===== src/rtl/seg7_pkg.sv =====
// Shared constants, glyph table and decode helper for the 7-segment loopback monitor.
package seg7_pkg;

    localparam logic [6:0] SEG_BLANK = 7'h00;

    // Entry i is the glyph for hex digit i (bit0 = segment a ... bit6 = segment g).
    localparam logic [15:0][6:0] SEG_GLYPHS = {
        7'h71, 7'h79, 7'h5E, 7'h39, 7'h7C, 7'h77, 7'h6F, 7'h7F,
        7'h07, 7'h7D, 7'h6D, 7'h66, 7'h4F, 7'h5B, 7'h06, 7'h3F
    };

    typedef enum logic {
        ST_ACQUIRE = 1'b0,
        ST_TRACK   = 1'b1
    } mon_state_t;

    // Returns {valid, digit}; valid is 0 for anything outside the glyph table.
    function automatic logic [4:0] seg7_to_digit(input logic [6:0] pat);
        logic [4:0] res;
        res = 5'b0;
        for (int i = 0; i < 16; i++) begin
            if (pat == SEG_GLYPHS[i]) begin
                res = {1'b1, 4'(i)};
            end
        end
        return res;
    endfunction

endpackage


===== src/rtl/seg7_stable_filter.sv =====
// Synchronises the segment bus, waits for STABLE_CYCLES identical samples and
// strobes accept once per new stable pattern.
module seg7_stable_filter
    import seg7_pkg::*;
#(
    parameter int STABLE_CYCLES = 1000
) (
    input  logic       clk,
    input  logic       rst,
    input  logic [6:0] seg_in,
    output logic       accept,
    output logic [6:0] pattern
);

    localparam logic [15:0] CNT_MAX = 16'(STABLE_CYCLES - 1);

    logic [6:0]  meta_q;
    logic [6:0]  sync_q;
    logic [6:0]  prev_q;
    logic [6:0]  last_pat;
    logic [15:0] stab_cnt;

    // NOTE: every flop here uses <= so all stages sample the pre-edge values;
    // blocking assignments would collapse the synchroniser into one stage.
    always_ff @(posedge clk or posedge rst) begin
        if (rst) begin
            meta_q   <= '0;
            sync_q   <= '0;
            prev_q   <= '0;
            last_pat <= SEG_BLANK;
            stab_cnt <= '0;
        end else begin
            meta_q <= seg_in;
            sync_q <= meta_q;
            prev_q <= sync_q;
            if (sync_q != prev_q) begin
                stab_cnt <= '0;
            end else if (stab_cnt != CNT_MAX) begin
                stab_cnt <= stab_cnt + 16'd1;
            end
            if (accept) begin
                last_pat <= sync_q;
            end
        end
    end

    // The equality term keeps a saturated count from a previous pattern
    // from accepting a fresh sample on its first cycle.
    assign accept  = (stab_cnt == CNT_MAX) && (sync_q == prev_q) && (sync_q != last_pat);
    assign pattern = sync_q;

endmodule


===== src/rtl/seg7_monitor.sv =====
// Top level: decodes accepted segment patterns, tracks the +1 mod 16 sequence
// and counts errors. Define SEG7_MON_SEQ_CHECK_EN to build the sequence check.
module seg7_monitor
    import seg7_pkg::*;
#(
    parameter int STABLE_CYCLES = 1000,
    parameter int ERR_W         = 8
) (
    input  logic             clk,
    input  logic             rst,
    input  logic [6:0]       seg_in,
    output logic [3:0]       digit_out,
    output logic             digit_valid,
    output logic             pattern_err,
    output logic             seq_err,
    output logic             locked,
    output logic [ERR_W-1:0] err_count
);

    logic       accept;
    logic [6:0] acc_pat;
    logic [4:0] dec;
    logic       is_glyph;
    logic       is_bad;
    logic       seq_bad;
    mon_state_t state;

    seg7_stable_filter #(
        .STABLE_CYCLES(STABLE_CYCLES)
    ) u_filter (
        .clk    (clk),
        .rst    (rst),
        .seg_in (seg_in),
        .accept (accept),
        .pattern(acc_pat)
    );

    assign dec      = seg7_to_digit(acc_pat);
    assign is_glyph = accept && dec[4];
    assign is_bad   = accept && !dec[4] && (acc_pat != SEG_BLANK);

`ifdef SEG7_MON_SEQ_CHECK_EN
    assign seq_bad = is_glyph && (state == ST_TRACK) && (dec[3:0] != digit_out + 4'd1);
`else
    assign seq_bad = 1'b0;
`endif

    always_ff @(posedge clk or posedge rst) begin
        if (rst) begin
            state       <= ST_ACQUIRE;
            digit_out   <= '0;
            digit_valid <= 1'b0;
            pattern_err <= 1'b0;
            seq_err     <= 1'b0;
            err_count   <= '0;
        end else begin
            digit_valid <= is_glyph;
            pattern_err <= is_bad;
            seq_err     <= seq_bad;
            if (is_glyph) begin
                digit_out <= dec[3:0];
                state     <= ST_TRACK;
            end
            // The two error sources are mutually exclusive, so +1 covers both.
            if ((is_bad || seq_bad) && (err_count != '1)) begin
                err_count <= err_count + ERR_W'(1);
            end
        end
    end

    assign locked = (state == ST_TRACK);

endmodule


===== config.mk =====
export PLATFORM = sky130hd
export DESIGN_NAME = seg7_monitor
export DESIGN_NICKNAME = d
export VERILOG_FILES = /design/src/rtl/seg7_pkg.sv /design/src/rtl/seg7_stable_filter.sv /design/src/rtl/seg7_monitor.sv
export SDC_FILE = /design/constraint.sdc
export NUM_CORES = 1
export LEC_CHECK = 0
export CAP_MARGIN = 5
export CORE_UTILIZATION = 45
export CTS_CLUSTER_SIZE = 30
export DETAILED_ROUTE_END_ITERATION = 8
export GPL_TIMING_DRIVEN = 0
export PLACE_DENSITY = 0.64
export SETUP_SLACK_MARGIN = 0.4
export SYNTH_ARGS = -nofsm -noshare
export SYNTH_HDL_FRONTEND = slang
export SYNTH_SLANG_ARGS = --single-unit

===== constraint.sdc =====
create_clock -name clk -period 2.39 [get_ports clk]
set_input_delay 0.478 -clock clk [delete_from_list [all_inputs] [get_ports clk]]
set_output_delay 0.478 -clock clk [all_outputs]
set_load 0.1 [all_outputs]

==> qor.yml, run 1 <==
layout:
  final_util_pct: 67.5
  area_delta_synth_final_pct: 44.2
  diodes: 0
  final_nets: 342
  layout-drive-gt1-share_pct: 43.2
outcome:
  status: "finished with violations"
  violations: "setup timing"
synth:
  syn-num-nets: 265
  yosysWarnings: 0
  synth_seq_cells: 59
  yosys.cell_types.count: 44
  netlist_area_um2: 2770
  syn_inst: 254
  ys_seq_area_share_pct: 53.3
  syn_avg_cell_area_um2: 10.9
routing:
  firstDrtPassIters: 4
  drt_iter0_drc: 126
  drtAntennaViolNets: 0
  routed_wl_um: 6630
  drc: 0
  vias: 2258
  avgViaCountPerCell: 5.49
  wl_per_cell_um: 16.1
cts:
  cts_max_path_buffers: 2
  cts_tree: "built"
  clock-sinks: 59
  numCtsBuffers: 9
  cts_htree_levels: 3
  hold_buffers: 0
  clk_pin_slew_worst_paths_ns: 0.07
  clk_latency_ns: 0.34
  cts_root_buf: "clkbuf_8"
timing:
  hold_viol: 0
  slew_violations: 0
  worst_slew_pin_slew_ns: 0.944
  min_period_ns: 2.42
  fin_crit_sh_pct: 101
  setup_ws_ns: -0.0294
  setup_viol: 1
  max_slew_margin_pct: 37.3
  max_freq_ghz: 0.413
  rsz0062_at_grt: "true"
  skew_ns: 0.00645
critical_path:
  crit_start: "u_filter.pattern[6]"
  end_kind: "register"
  cpPeakStageDelay_ns: 0.56
  timing.critical_path.cells: "buf_4 > o21ai_0 > nor4_2 > nor2_2 > nand2_2 > or4_4 > mux2_4"
  cp_num_buf_inv: 1
  cp-start-kind: "register"
  cp.required_ns: 2.62
  slowest_stage: "or4_4"
  r2r_start: "u_filter.pattern[6]"
  path_max_fanout: 10
  worstSetupPathType: "reg2reg"
  arrival_ns: 2.65
  crit_family: "simple AND/OR/NAND/NOR gates"
pwr:
  p_seq_share_pct: 49.6
  swShare_pct: 26.7
  total_power_w: 0.00207
  leakage_nw: 1.74
  internal_power_w: 0.00152
  netSwitchingPower_w: 0.000553
  combPwrFrac_pct: 9.7
  max-vdd-ir-drop_v: 0.000427
  clock_power_share_pct: 40.7
  power.density_nw_per_um2: 519
floorplanning:
  die_h_um: 80.4
  dieArea_um2: 6470
  die_w_um: 80.4
  core-area_um2: 5920
  io_pins: 25
  start_util_pct: 46.8
  fp-row-count: 28
global_route:
  grt_use_total_pct: 20.3
  grt_pass1_wl_um: 9830
  overflow: 0
  antenna_found_initial: 0
  grt_pass1_vias: 2101
  grt_max_degree: 44
placement:
  io_buffers: 23
  place_congestion: 0.850
  hpwl_um: 3400
min_path:
  hold_path.startpoint: "u_filter.meta_q[1]"
  holdCritPathClass: "reg2reg"
flow_run:
  max_cap_viol_count: 0
==> cell usage in the layout (no fill, tap or decap), types with 10 or more instances in the layout <==
| cell | instances |
|---|---|
| xnor2_1 | 14 |
| nand2_1 | 15 |
| clkbuf_8 | 10 |
| nand3_1 | 13 |
| buf_6 | 11 |
| buf_4 | 39 |
| xor2_1 | 16 |
| clkdlybuf4s15_2 | 10 |
| nor2_1 | 21 |
| dfrtp_1 | 49 |
| dfrtp_2 | 10 |
==> worst register-to-register path, delay by kind of cell, from the launching register on <==
kind                   cells  cell delay (ns)
AND/OR/NAND/NOR            4             1.07
multiplexers               1             0.31
flip-flops                 1             0.45
AO/OA/AOI/OAI              1             0.27
buffers and inverters      1             0.20
==> layout make-up <==
cell class	count	area, µm²
sequential	59	1490
clock inverter	6	50.0
inverter	5	18.8
tap	75	93.8
fill	420	1930
timing repair buffer	66	586
buffer	14	134
multi-input combinational	176	1490
clock buffer	10	138
==> cells in the mapped netlist (all sizes together) <==
| cell type | n | area [µm²] |
|---|---|---|
| or4 | 1 | 7.51 |
| nor2 | 22 | 82.6 |
| nand4 | 6 | 43.8 |
| o211a | 1 | 10.0 |
| dfrtp | 59 | 1480 |
| or2b | 1 | 7.51 |
| o22a | 1 | 8.76 |
| buf | 5 | 26.3 |
| xor2 | 16 | 140 |
| o31ai | 1 | 7.51 |
| nor3b | 1 | 7.51 |
| a2bb2oi | 1 | 8.76 |
| nand4bb | 1 | 11.3 |
| nor4 | 9 | 86.3 |
| nor4b | 3 | 32.5 |
| and4 | 1 | 8.76 |
| or3 | 7 | 43.8 |
| a21oi | 4 | 20.0 |
| and3 | 4 | 25.0 |
| mux2i | 1 | 10.0 |
| and4b | 1 | 10.0 |
| o21ai | 10 | 50.1 |
| a31oi | 1 | 6.26 |
| ha | 2 | 25.0 |
| nand3 | 15 | 75.1 |
| nor4bb | 2 | 20.0 |
| nor3 | 7 | 35.0 |
| xnor2 | 16 | 140 |
| a41oi | 1 | 8.76 |
| mux2 | 14 | 158 |
| inv | 5 | 18.8 |
| nand2 | 20 | 82.6 |
| conb | 1 | 3.75 |
| clkbuf | 9 | 33.8 |
| nand2b | 3 | 18.8 |
| maj3 | 1 | 10.0 |
| nand4b | 1 | 8.76 |
==> per-stage QoR <==
step	instances	setup TNS (ns)	hold WS (ns)	setup slack [ns]	area, µm²
after global routing	411	-0.0693	0.369	-0.0693	3990
final	411	-0.0294	0.351	-0.0294	3990
after CTS	393	0	0.351	0.142	3710
after floorplan	254	-0.00129	0.331	-0.00129	2800
after global placement	352	-39.69	0.332	-0.799	3120
after detailed placement	353	-1.93	0.335	-0.326	3140
==> power by group through the flow <==
stage | Sequential [W] | Combinational (W) | Clock (W)
after CTS | 0.00103 | 0.000158 | 0.000857
after global placement | 0.00105 | 0.000118 | 0
after detailed placement | 0.00105 | 0.000122 | 0
final | 0.00103 | 0.000200 | 0.000844
after floorplan | 0.00104 | 0.0000856 | 0
after global routing | 0.00103 | 0.000215 | 0.000911
==> per-layer routing <==
| metal | vias up | track usage [%] | part of all wire, % |
|---|---|---|---|
| met5 | - | 0 | 0 |
| met4 | 0 | 12.3 | 3.6 |
| met3 | 21 | 3.98 | 4.8 |
| met2 | 77 | 29.9 | 47 |
| met1 | 1117 | 27.4 | 44 |
| li1 | 1043 | - | - |
==> sequential cells by signal (all words and copies together), names as in the netlist <==
signal and flops:
digit_valid 1, pattern_err 1, u_filter.prev_q 7, u_filter.meta_q 7
err_count 8, u_filter.last_pat 7, digit_out 4, u_filter.pattern 7
u_filter.stab_cnt 16, locked 1
==> cells by family (layout without fill, tap and decap cells) <==
logic type	Yosys count	after routing	share of synthesized area, %
AOI/OAI and AO/OA	20	20	4.34
xor gates and xnor gates	32	32	10.1
adders and majority gates	3	3	1.27
buffers and inverters	19	101	2.85
DFF	59	59	53.3
muxes	15	15	6.06
other	1	1	0.135
and+or+nand+nor	105	105	21.9
==> final timing paths <==
path / end / slack (ns) / cells after the start
max: err_count[6] / -0.03 / 7
min: u_filter.pattern[1] / 0.35 / 0
min reg2reg: u_filter.pattern[1] / 0.35 / 0
max reg2reg: err_count[6] / -0.03 / 7
max in group asynchronous: err_count[5] / 1.38 / 3
min in group asynchronous: u_filter.meta_q[0] / 0.43 / 2
==> timing repair <==
item | in CTS | in global routing
gates resized for setup | 84 | 57
cloned | 0 | 0
buffers inserted | 24 | 18
endpoints found under the setup margin | 47 | 29
pin swaps | 21 | 21
endpoints found under the hold margin | 0 | 0
Note: power is estimated with default switching activity, not from simulation.
==> run 2: changes to the inputs <==
SETUP_SLACK_MARGIN = unset   (was 0.4)
==> qor.yml, run 2 (same netlist as run 1, synthesis figures left out) <==
global_route:
  grt_pass1_wl_um: 9100
  grt_max_degree: 34
  grt_use_total_pct: 19.0
  overflow: 0
  antenna_found_initial: 0
  grt_pass1_vias: 1925
critical_path:
  cp_num_buf_inv: 0
  timing.critical_path.cells: "ha_4 > and4b_1 > nand4_4 > nor4_4 > nand2_4 > or4_4 > mux2_1"
  arrival_ns: 2.57
  cpPeakStageDelay_ns: 0.43
  cp-start-kind: "register"
  end_kind: "register"
  slowest_stage: "dfrtp_1"
  crit_family: "simple AND/OR/NAND/NOR gates"
  path_max_fanout: 7
  cp.required_ns: 2.60
  worstSetupPathType: "reg2reg"
timing:
  hold_slack_ns: 0.347
  min_period_ns: 2.36
  max_freq_ghz: 0.424
  worst_slew_pin_slew_ns: 0.980
  fin_crit_sh_pct: 98.7
  slew_violations: 0
  max_slew_margin_pct: 34.9
  fin_tns_setup_ns: 0
  hold_viol: 0
  skew_ns: 0.0105
  setup_viol: 0
cts:
  hold_buffers: 0
  cts_tree: "built"
  clock-sinks: 59
  clk_latency_ns: 0.33
  cts_htree_levels: 3
  numCtsBuffers: 9
  cts_max_path_buffers: 2
  clk_pin_slew_worst_paths_ns: 0.07
  cts_root_buf: "clkbuf_8"
routing:
  wl_per_cell_um: 14.5
  vias: 2035
  drtAntennaViolNets: 0
  avgViaCountPerCell: 5.38
  drc: 0
  firstDrtPassIters: 4
  drt_iter0_drc: 157
  routed_wl_um: 5500
floorplanning:
  die_h_um: 80.4
  start_util_pct: 46.8
  die_w_um: 80.4
  dieArea_um2: 6470
  core-area_um2: 5920
  fp-row-count: 28
  io_pins: 25
layout:
  final_common_cell: "dfrtp_1"
  reg.largest.list: "u_filter.stab_cnt: 16 flops, err_count: 8 flops"
  layout-drive-gt1-share_pct: 22.8
  final_util_pct: 60.0
  design_area_um2: 3550
  largest_register_ffs: 16
  final_nets: 310
  area_delta_synth_final_pct: 28.2
  layout_common_cells: "dfrtp_1, nor2_1, nand2_1, xor2_1, xnor2_1"
  fillers: 514
  diodes: 0
  regMostFlops: "u_filter.stab_cnt"
  regArea_um2: 1480
  multi_input_area_um2: 1310
placement:
  io_buffers: 23
  dpl_cell_area_um2: 3130
  place_congestion: 0.834
  hpwl_um: 3400
outcome:
  status: "finished, final reports clean"
pwr:
  power.density_nw_per_um2: 629
  total_power_w: 0.00223
  max-vdd-ir-drop_v: 0.000362
  leakage_nw: 1.64
min_path:
  holdCritPathClass: "reg2reg"
flow_run:
  max_cap_viol_count: 0
## run 2: cell count changes in the layout (fill, tap and decap cells not counted), sizes merged, moves of 3 or more
cell / before / now
buf: 54 / 17
dlymetal6s2s: 0 / 4
dlygate4sd2: 0 / 4
clkdlybuf4s15: 12 / 0
clkdlybuf4s50: 8 / 15
bufinv: 0 / 3
## run 2: path summary, 6_finish.rpt
| path | slack, ns | cells past startpoint | endpoint | start |
|---|---|---|---|---|
| max in group asynchronous | 1.28 | 3 | u_filter.pattern[5] | rst |
| max reg2reg | 0.03 | 7 | err_count[6] | u_filter.stab_cnt[0] |
| min reg2reg | 0.35 | 0 | u_filter.pattern[1] | u_filter.meta_q[1] |
| min in group asynchronous | 0.52 | 2 | u_filter.stab_cnt[8] | rst |
| min | 0.35 | 0 | u_filter.pattern[1] | u_filter.meta_q[1] |
| max | 0.03 | 7 | err_count[6] | u_filter.stab_cnt[0] |
## run 2: cell type report
| class | count | share of cell area (%) |
|---|---|---|
| Sequential cell | 59 | 41.7 |
| Multi-Input combinational cell | 176 | 36.9 |
| Timing Repair Buffer | 36 | 9.73 |
| Clock buffer | 10 | 3.59 |
| Clock inverter | 5 | 2.89 |
| Tap cell | 75 | 2.64 |
| Buffer | 12 | 2.08 |
| Inverter | 5 | 0.529 |
## run 2: repair_timing
action	in CTS	in global routing
pin swaps	2	10
setup endpoints to repair	16	15
resized for setup	12	29
setup buffers	2	10
## run 2: report_power, final
| part | internal, W | switching, W |
|---|---|---|
| clock network | 0.000685 | 0.000380 |
| logic | 0.0000552 | 0.0000789 |
| registers | 0.00102 | 0.0000151 |
| total | 0.00176 | 0.000474 |
## run 2: through the flow
step | worst slack [ns] | instances
2_1_floorplan | -0.00129 | 254
3_3_place_gp | -0.576 | 352
3_5_place_dp | -0.316 | 353
4_1_cts | -0.00842 | 369
5_1_grt | -0.0850 | 378
6_report | 0.0318 | 378
## run 2: routing by layer
metal | vias to the layer above | track usage, % | wire length [µm]
li1 | 969 | - | -
met3 | 13 | 5.68 | 194
met1 | 997 | 26.4 | 2600
met2 | 56 | 26.8 | 2590
met4 | 0 | 8.93 | 119
met5 | - | 0 | 0
